`src/rtl/fifo_uart_tx.sv`:
```
// Pops 32-bit words from a FIFO and sends each one as four 8N1 UART frames, byte 0 first.
// word_done pulses in the cycle after DONE, which is also the earliest IDLE cycle that can start the next read.
module fifo_uart_tx #(
    parameter int unsigned DATA_W       = 32,
    parameter int unsigned CLKS_PER_BIT = 4
) (
    input  logic              clk,
    input  logic              reset,
    input  logic              enable,
    input  logic              fifo_empty,
    input  logic [DATA_W-1:0] fifo_data,
    output logic              fifo_rd,
    output logic              tx,
    output logic              busy,
    output logic              word_done
);

    localparam int unsigned CntW = (CLKS_PER_BIT > 1) ? $clog2(CLKS_PER_BIT) : 1;
    localparam logic [CntW-1:0] CntMax = CntW'(CLKS_PER_BIT - 1);

    typedef enum logic [2:0] {
        StIdle,
        StRd,
        StCap,
        StStart,
        StData,
        StStop,
        StDone
    } state_e;

    state_e            state_q, state_d;
    logic [DATA_W-1:0] shift_word_q, shift_word_d;
    logic [1:0]        byte_idx_q, byte_idx_d;
    logic [2:0]        bit_idx_q, bit_idx_d;
    logic [CntW-1:0]   baud_cnt_q, baud_cnt_d;
    logic              fifo_rd_q, fifo_rd_d;
    logic              word_done_q, word_done_d;
    logic              line_active;
    logic              baud_tick;
    logic              start_word;

    assign line_active = (state_q == StStart) || (state_q == StData) || (state_q == StStop);
    assign baud_tick   = line_active && (baud_cnt_q == CntMax);
    assign start_word  = (state_q == StIdle) && enable && !fifo_empty;

    // State register
    always_ff @(posedge clk) begin
        if (reset) begin
            state_q <= StIdle;
        end else begin
            state_q <= state_d;
        end
    end

    // Next-state logic
    always_comb begin
        state_d = state_q;
        unique case (state_q)
            StIdle:  if (start_word) state_d = StRd;
            StRd:    state_d = StCap;
            StCap:   state_d = StStart;
            StStart: if (baud_tick) state_d = StData;
            StData:  if (baud_tick && (bit_idx_q == 3'd7)) state_d = StStop;
            StStop: begin
                if (baud_tick) begin
                    state_d = (byte_idx_q == 2'd3) ? StDone : StStart;
                end
            end
            StDone:  state_d = StIdle;
            default: state_d = StIdle;
        endcase
    end

    // Datapath next-state
    always_comb begin
        shift_word_d = shift_word_q;
        byte_idx_d   = byte_idx_q;
        bit_idx_d    = bit_idx_q;
        baud_cnt_d   = '0;
        fifo_rd_d    = start_word;
        word_done_d  = (state_q == StDone);

        if (line_active && !baud_tick) begin
            baud_cnt_d = baud_cnt_q + 1'b1;
        end

        if (state_q == StCap) begin
            shift_word_d = fifo_data;
            byte_idx_d   = '0;
        end else if ((state_q == StStop) && baud_tick && (byte_idx_q != 2'd3)) begin
            byte_idx_d = byte_idx_q + 2'd1;
        end

        // bit_idx wraps 7 -> 0 on the last data bit, ready for the next frame
        if (state_q == StData) begin
            if (baud_tick) begin
                bit_idx_d = bit_idx_q + 3'd1;
            end
        end else begin
            bit_idx_d = '0;
        end
    end

    always_ff @(posedge clk) begin
        if (reset) begin
            shift_word_q <= '0;
            byte_idx_q   <= '0;
            bit_idx_q    <= '0;
            baud_cnt_q   <= '0;
            fifo_rd_q    <= 1'b0;
            word_done_q  <= 1'b0;
        end else begin
            shift_word_q <= shift_word_d;
            byte_idx_q   <= byte_idx_d;
            bit_idx_q    <= bit_idx_d;
            baud_cnt_q   <= baud_cnt_d;
            fifo_rd_q    <= fifo_rd_d;
            word_done_q  <= word_done_d;
        end
    end

    // Output logic
    always_comb begin
        tx = 1'b1;
        unique case (state_q)
            StStart: tx = 1'b0;
            StData:  tx = shift_word_q[{byte_idx_q, bit_idx_q}];
            default: tx = 1'b1;
        endcase
    end

    assign busy      = (state_q != StIdle);
    assign fifo_rd   = fifo_rd_q;
    assign word_done = word_done_q;

    // A read is only ever requested against a FIFO that was non-empty at decision time
    assert property (@(posedge clk) disable iff (reset) fifo_rd |-> $past(!fifo_empty));
    assert property (@(posedge clk) disable iff (reset) word_done |-> !busy);

endmodule

```
`config.mk`:
```
export PLATFORM = sky130hd
export DESIGN_NAME = fifo_uart_tx
export DESIGN_NICKNAME = d
export VERILOG_FILES = /design/src/rtl/fifo_uart_tx.sv
export SDC_FILE = /design/constraint.sdc
export NUM_CORES = 1
export LEC_CHECK = 0
export BUFFER_PORTS_ARGS = -buffer_cell sky130_fd_sc_hd__buf_2
export CAP_MARGIN = 5
export CORE_MARGIN = 2
export CORE_UTILIZATION = 54
export DETAILED_ROUTE_END_ITERATION = 7
export GPL_TIMING_DRIVEN = 0
export PLACE_DENSITY = 0.87
export RECOVER_POWER = 100
export SKIP_LAST_GASP = 1
export SLEW_MARGIN = 20
export SYNTH_ARGS = -nofsm -noshare
export SYNTH_HDL_FRONTEND = slang
export SYNTH_SLANG_ARGS = --single-unit
```
`constraint.sdc`:
```
create_clock -name clk -period 2.05 [get_ports clk]
set_clock_uncertainty 0.15 [all_clocks]
set_input_delay 0.205 -clock clk [delete_from_list [all_inputs] [get_ports clk]]
set_output_delay 0.205 -clock clk [all_outputs]
set_load 0.03 [all_outputs]
```
# Word level (Yosys, flattened, before mapping)
# Index checks and enable logic that the tools add are counted.
# totals
regBits,44
inputBits,36
output_inout_bits,4
# classes
addsub,3
order_cmp,1
eq_ne,14
muxes,9
bitwise_logic,2
reduce_logical,17
# ops
cell,n
$pmux W3 S6,1
$mux W3,5
$eq A3 B3 Y1 const B,4
$ne A2 B2 Y1 const B,4
$logic_and A1 B1 Y1,7
$eq A3 B2 Y1 const B,2
$lt A5 B6 Y1 const B,1
$reduce_or A2 Y1,3
$bmux W1 S5,1
$add A2 B1 Y2 const B,2
$eq A2 B2 Y1 const B,2
$reduce_and A4 Y1,1
$add A3 B1 Y3 const B,1
$eq A3 B1 Y1 const B,1
$logic_not A3 Y1,1
$reduce_bool A3 Y1,1
$logic_not A1 Y1,2
$logic_or A1 B1 Y1,2
$ne A2 B1 Y1 const B,1
$not A1 Y1,2
$pmux W1 S2,1
$mux W1,1

# Depth between registers and ports, before layout
# Gate-level depths: netlist (run 1).
# logic_depth
word_depth,8
ltp_mapped,7
depth_no_buf,6

# Worst setup path before layout (run 1)
# OpenSTA, ideal clock, no wires.
# synth_path
kind,reg-to-output
start,register bit_idx_q[0]
end,output port tx
t_arrival_ns,1.884
required_time_ns,1.695
slack_ns,-0.189
path_stages_with_launch,8
path_buffers,2
cell_sequence,dfxtp_1 -> buf_6 -> buf_12 -> mux2i_1 -> mux4_2 -> nand3_1 -> nand2_1 -> o41ai_2
# synth_between
elab_chain_len,3
# synth_lines
item,line_no,source
from (decl),34,"logic [2:0] bit_idx_q, bit_idx_d;"
from (signal assigned),115,bit_idx_q <= bit_idx_d;
$bmux W1 S5,127,"StData: tx = shift_word_q[{byte_idx_q, bit_idx_q}];"
$mux W1 (not written as such),127,
$pmux W1 S2,125,unique case (state_q)
to (decl),13,"output logic tx,"
# No other way between the ends. The select of a mux whose other input is x is not followed.

# Worst setup path in the final report (run 1)
# Ends and elaborated chain as after synthesis.

==> results of run 1 <==
[what timing repair did]
action | CTS | global route
pin swaps | 1 | 1
gates cloned | 0 | 1
setup buffers | 1 | 2
endpoints found under the hold margin | 33 | 0
resized for setup | 2 | 11
setup endpoints to repair | 1 | 2
hold buffers | 34 | 0
[area by class of cell]
class / count / area, sq um / area share [%]
multi-input cells: 170 / 1010 / 37.2
repair buffers: 76 / 578 / 21.2
well taps: 46 / 57.6 / 2.11
inverters: 2 / 7.51 / 0.276
clock inverters: 2 / 38.8 / 1.43
clock buffers: 6 / 51.3 / 1.89
flip-flops and latches: 44 / 885 / 32.5
plain buffers: 17 / 90.1 / 3.31
[state kept, by name, summed over array words and instances, names as in the netlist]
name          count
state_q           3
word_done         1
fifo_rd           1
bit_idx_q         3
baud_cnt_q        2
shift_word_q     32
byte_idx_q        2
[layer usage]
layer / vias up / wire length [um] / track usage (%)
li1: 960 / - / -
met1: 940 / 2220 / 32.4
met2: 88 / 2960 / 50.7
met3: 20 / 344 / 5.46
met4: 0 / 183 / 13.0
met5: - / 0 / 0
[how the worst max path moves through the flow]
stage                 start  to  cells after the start
6_report       bit_idx_q[0]  tx                      7
5_1_grt        bit_idx_q[0]  tx                      7
4_1_cts        bit_idx_q[0]  tx                      8
3_5_place_dp   bit_idx_q[0]  tx                      7
3_3_place_gp   bit_idx_q[0]  tx                      7
2_1_floorplan  bit_idx_q[0]  tx                      7
[critical path, stage by stage, from the launching register on]
cell and delay [ns]:
dfxtp_4 0.44, buf_4 0.16, nor2b_1 0.06, a2111oi_0 0.58, a311oi_1 0.13, a221oi_2 0.35, o41ai_4 0.13, buf_4 0.19
[cells in the final DEF, fill, tap and decap left out, types with 4 or more instances in the layout]
| master | n |
|---|---|
| nor3_1 | 5 |
| buf_2 | 39 |
| mux2i_1 | 13 |
| nor2b_1 | 5 |
| a21oi_1 | 35 |
| clkbuf_1 | 12 |
| dlygate4sd3_1 | 34 |
| nand2_1 | 73 |
| mux4_2 | 4 |
| buf_4 | 4 |
| ha_1 | 4 |
| clkbuf_4 | 6 |
| dfxtp_1 | 43 |
| nor2_1 | 6 |
[stage by stage]
stage	hold WS, ns	util [%]	cell area, sq um
2_1_floorplan	0.191	-	1980
6_report	0.0806	79.7	2720
4_1_cts	0.0748	78.3	2670
5_1_grt	0.115	79.7	2720
3_5_place_dp	0.294	65.2	2230
3_3_place_gp	0.279	65.2	2230
[power by group through the flow]
| stage | Sequential (uW) | Combinational [uW] | Clock, uW |
|---|---|---|---|
| 6_report | 917 | 256 | 585 |
| 5_1_grt | 920 | 281 | 621 |
| 3_5_place_dp | 933 | 190 | 0 |
| 2_1_floorplan | 930 | 123 | 0 |
| 3_3_place_gp | 932 | 184 | 0 |
| 4_1_cts | 914 | 240 | 583 |
[cell families after synthesis]
group | after synthesis | share of synthesized area (%)
mux | 17 | 11.2
xor+xnor | 2 | 0.890
buf+inv | 20 | 5.34
compound gates | 48 | 14.3
fa+ha+maj | 4 | 2.54
flops | 44 | 44.8
simple gates | 99 | 21.0
==> summary.md, run 1 <==
| Metric | Value |
|---|---|
| Synth Warn # | 0 |
| WHS Path Cells | 2 |
| Post-layout min period | 2.76 ns |
| Worst-skew pair later-pin latency | 0.36 ns |
| Mapped Avg Cell Area | 8.41 sq um |
| Layout area overhead | 38.3% |
| Static Leakage | 0.00101 uW |
| Crit Path Max Fanout | 6 |
| EDFF count, synth | 0 |
| Drt total wl | 5700 um |
| Top Ports | 40 |
| First-pass GRT wire length | 8970 um |
| Reg-to-reg slack, setup | 0.13 ns |
| Mapped Area | 1970 sq um |
| Comb power frac | 14.6% |
| GPL Wtd Cong | 0.832 |
| Clk pwr share | 33.3% |
| Worst setup path class | reg -> out |
| Largest net degree at the start of global routing | 15 |
| RSZ-0062 raised after global routing | yes |
| Root Driver | clkbuf_4 |
| Initial core utilization | 57.6% |
| Die Width | 64.4 um |
| Area fraction of the dominant cell type after synthesis | 44.8% |
| Final setup viols | 1 |
| Asr flop ratio synth | 0% |
| Fin. max-slew vios | 0 |
| CTS tree | built |
| Max Clock Freq | 363 MHz |
| Vias post-DR | 2008 |
| Clock net sink count | 44 |
| Final cell count without fillers | 363 |
| Sequential share of power | 52.2% |
| Sw Share | 25.6% |
| Yosys cell types | 26 |
| Most frequent cell after synthesis | nand2_1 |
| Vias/cell | 5.53 |
| Detailed Route Iter0 Violations | 202 |
| Aggregate global-route resource usage | 28.3% |
| Final Hold Violating Endpoints | 0 |
| Chip height | 64.4 um |
| Initial antenna violation count | 0 |
| Headroom to the max-slew limit | 58.6% |
| Synthesized instance count | 234 |
| Vias in the first global route | 2014 |
| Fillers | 204 |
| RR Startpoint | state_q[2] |
| FF-to-FF End | shift_word_q[30] |
| Cell Int Power | 1310 uW |
| PortBufs | 38 |
| Pre-CTS setup slack | -0.241 ns |
| Fin crit share | 135% |
| Avg WL per Cell | 15.7 um |
| Worst setup SP type | flip-flop |
| Remaining Overflow, GRT | 0 |
| DRC | 0 |
| Detailed Place HPWL | 2970 um |
| Power Dens Cells | 646 nW/um^2 |
| Synth Net Count | 274 |
| Min-delay worst type | in -> reg |
| Die area | 4140 sq um |
| Antenna cell count | 0 |
| Predominant post-synthesis flop cell | dfxtp_1 |
| Post-synth top cells | nand2_1, dfxtp_1, a21oi_1, mux2i_1, clkbuf_1 |
| Antenna Nets Post-Route | 0 |
| Share of cells above drive strength 1 | 20.5% |
| Arr. time, crit path | 2.40 ns |
| Pre-Repair DR Iteration Count | 4 |
| Setup ws final | -0.707 ns |
| Outcome | complete, but fails checks |
| P_sw | 449 uW |
| Nets@finish | 356 |
| Worst Hold Path EP | baud_cnt_q[1] |
| H-tree depth | 2 |
| Sequential element share of the synthesized area | 44.8% |
| Final Total Pwr | 1760 uW |
| Flop and latch count out of synthesis | 44 |
| Violated checks | setup timing |
| # Max-Cap Violations | 0 |
| Core area | 3420 sq um |
| Final setup TNS | -0.707 ns |
| Reg clk slew, reported paths | 0.12 ns |
| Maximum VDD drop | 0.533 mV |
| Max Buffers Root-to-Sink | 2 |
| WP data required | 1.69 ns |
| Hold wc startpoint | reset |
| Worst Reg-to-Reg Cells | 6 |
| Worst-Margin Slew | 0.605 ns |
| Nature of the critical path endpoint | primary output |
| Num rows | 21 |
| Yosys top cell by area | dfxtp_1 |
| CTS Buf Count | 5 |
| Ranking of synthesized cells by area | dfxtp_1, nand2_1, a21oi_1 |
| Inst Count DP | 318 |
No activity file was read; power rests on OpenSTA's default activity.
==> inputs of run 2 (changes only) <==
--- a/config.mk
+++ b/config.mk
@@ -5,13 +5,12 @@
 export SDC_FILE = /design/constraint.sdc
 export NUM_CORES = 1
 export LEC_CHECK = 0
-export BUFFER_PORTS_ARGS = -buffer_cell sky130_fd_sc_hd__buf_2
-export CAP_MARGIN = 5
 export CORE_MARGIN = 2
-export CORE_UTILIZATION = 54
+export CORE_UTILIZATION = 60
 export DETAILED_ROUTE_END_ITERATION = 7
+export DONT_BUFFER_PORTS = 1
 export GPL_TIMING_DRIVEN = 0
-export PLACE_DENSITY = 0.87
+export PLACE_DENSITY = 0.84
 export RECOVER_POWER = 100
 export SKIP_LAST_GASP = 1
 export SLEW_MARGIN = 20
==> summary.md, run 2 (same netlist as run 1, synthesis figures left out) <==
| Metric | Value |
|---|---|
| Outcome | complete, but fails checks |
| Violated checks | setup timing |
| Vias/cell | 5.60 (+1.2%) |
| PortBufs | 0 (-100%) |
| Worst-Margin Slew | 0.581 ns (-0.0244 ns) |
| Worst-skew pair later-pin latency | 0.35 ns (about the same) |
| Drt total wl | 4750 um (-17%) |
| Min-delay worst type | in -> reg |
| Commonest non-fill, non-tap cell in the layout | nand2_1 |
| Sequential share of power | 57.8% (+5.6 points) |
| Vias post-DR | 1814 (-9.7%) |
| Register area | 885 sq um (unchanged) |
| Cell Int Power | 1180 uW (-9.5%) |
| Worst setup path class | reg -> out |
| Maximum VDD drop | 0.606 mV (+14%) |
| Layout area overhead | 28.1% |
| Initial core utilization | 63.9% (+6.3 points) |
| Final setup viols | 1 (unchanged) |
| Antenna cell count | 0 (unchanged) |
| Max reg flops | 32 (unchanged) |
| Aggregate global-route resource usage | 28.1% (-0.22 points) |
| CTS Buf Count | 5 (unchanged) |
| Vias in the first global route | 1733 (-14%) |
| DRC | 0 (unchanged) |
| Max Buffers Root-to-Sink | 2 (unchanged) |
| Core area | 3080 sq um (-9.9%) |
| Clock net sink count | 44 (unchanged) |
| Remaining Overflow, GRT | 0 (unchanged) |
| Die Width | 61.3 um (-4.8%) |
| Root Driver | clkbuf_4 |
| # Max-Cap Violations | 0 (unchanged) |
| Commonest non-fill, non-tap cells in the layout | nand2_1, dfxtp_1, a21oi_1 |
| DP Area | 2030 sq um (-8.7%) |
| Comb power frac | 13.3% (-1.3 points) |
| Final setup TNS | -0.600 ns (+0.107 ns) |
| Headroom to the max-slew limit | 61.1% (+2.5 points) |
| WP data required | 1.69 ns (about the same) |
| First-pass GRT wire length | 7600 um (-15%) |
| CTS tree | built |
| Largest Register | shift_word_q |
| Static Leakage | 0.000859 uW (-15%) |
| Area of the multi-input gates | 1010 sq um (-0.62%) |
| Share of cells above drive strength 1 | 9.64% (-11 points) |
| Fin. max-slew vios | 0 (unchanged) |
| Avg WL per Cell | 14.7 um (-6.7%) |
| Setup ws final | -0.600 ns (+0.107 ns) |
| Clk pwr share | 28.9% (-4.4 points) |
| Arr. time, crit path | 2.30 ns (-0.10 ns) |
| P_sw | 403 uW (-10%) |
| Crit Path Max Fanout | 6 (unchanged) |
| Nets@finish | 320 (-10%) |
| Top Ports | 40 (unchanged) |
| Final Hold Violating Endpoints | 0 (unchanged) |
| GPL Wtd Cong | 0.903 (+8.6%) |
| Reg clk slew, reported paths | 0.12 ns (about the same) |
| Detailed Place HPWL | 2730 um (-8.2%) |
| Sw Share | 25.4% (-0.20 points) |
| Max Clock Freq | 377 MHz (+4.0%) |
| RSZ-0062 raised after global routing | yes |
| Largest net degree at the start of global routing | 13 (-2) |
| Post-layout min period | 2.65 ns (-0.107 ns) |
| Reg-to-reg slack, setup | 0.02 ns (-0.11 ns) |
| Chip height | 61.3 um (-4.8%) |
| Design area | 2520 sq um (-7.4%) |
| Power Dens Cells | 629 nW/um^2 (-2.6%) |
| Biggest regs | shift_word_q x32, bit_idx_q x3, state_q x3 |
| Worst setup SP type | flip-flop |
| H-tree depth | 2 (unchanged) |
| Fin crit share | 129% (-5.2 points) |
| Fillers | 180 (-12%) |
| Detailed Route Iter0 Violations | 116 (-43%) |
| Num rows | 20 (-4.8%) |
| Nature of the critical path endpoint | primary output |
| Initial antenna violation count | 0 (unchanged) |
| Die area | 3750 sq um (-9.4%) |
| Antenna Nets Post-Route | 0 (unchanged) |
| Pre-Repair DR Iteration Count | 5 (+1) |
-- run 2: final cells by class --
class	count	share of cell area [%]
inverters	2	0.298
repair buffers	40	16.4
clock buffers	7	2.58
flip-flops and latches	44	35.1
multi-input cells	170	40.0
well taps	44	2.18
plain buffers	17	3.47
-- run 2: final timing paths --
check / start / to / depth (start not counted)
max reg2reg: state_q[1] / shift_word_q[11] / 6
min: reset / baud_cnt_q[1] / 2
min reg2reg: shift_word_q[28] / shift_word_q[28] / 2
max: bit_idx_q[0] / tx / 6
-- run 2: power groups by stage --
stage | sequential, uW | clock, uW | combinational (uW)
after floorplan | 930 | 0 | 123
after global placement | 934 | 0 | 149
after detailed placement | 935 | 0 | 152
after CTS | 915 | 453 | 204
after global routing | 920 | 496 | 234
final | 917 | 459 | 210
-- run 2: per-layer routing --
| layer | global-route usage (%) | vias to the layer above | wire, um | part of all wire, % |
|---|---|---|---|---|
| li1 | - | 882 | - | - |
| met1 | 34.6 | 863 | 2030 | 43 |
| met2 | 48.3 | 58 | 2400 | 51 |
| met3 | 7.35 | 11 | 239 | 5.0 |
| met4 | 8.39 | 0 | 72 | 1.5 |
| met5 | 0 | - | 0 | 0 |
-- run 2: critical path, stage by stage (launching register included) --
cell and delay, ns:
dfxtp_4 0.40, buf_12 0.14, mux2i_1 0.12, mux4_2 0.46, nand3b_1 0.14, nand2_2 0.09
o41ai_4 0.60
-- run 2: metrics by stage --
stage | utilization (%) | worst slack, ns | hold slack (ns) | cells | total power [uW]
2_1_floorplan | - | -0.0329 | 0.191 | 234 | 1050
3_3_place_gp | 66.1 | -0.160 | 0.194 | 278 | 1080
3_5_place_dp | 66.1 | -0.174 | 0.200 | 278 | 1090
4_1_cts | 81.7 | -0.498 | 0.0499 | 324 | 1570
5_1_grt | 81.9 | -0.640 | 0.0690 | 324 | 1650
6_report | 81.9 | -0.600 | 0.0498 | 324 | 1590
-- run 2: timing repair --
item,4_1_cts,5_1_grt
pin swaps,2,2
gates cloned,1,0
endpoints found under the hold margin,33,0
resized for setup,5,2
setup buffers,5,0
setup endpoints to repair,1,1
hold buffers,34,0
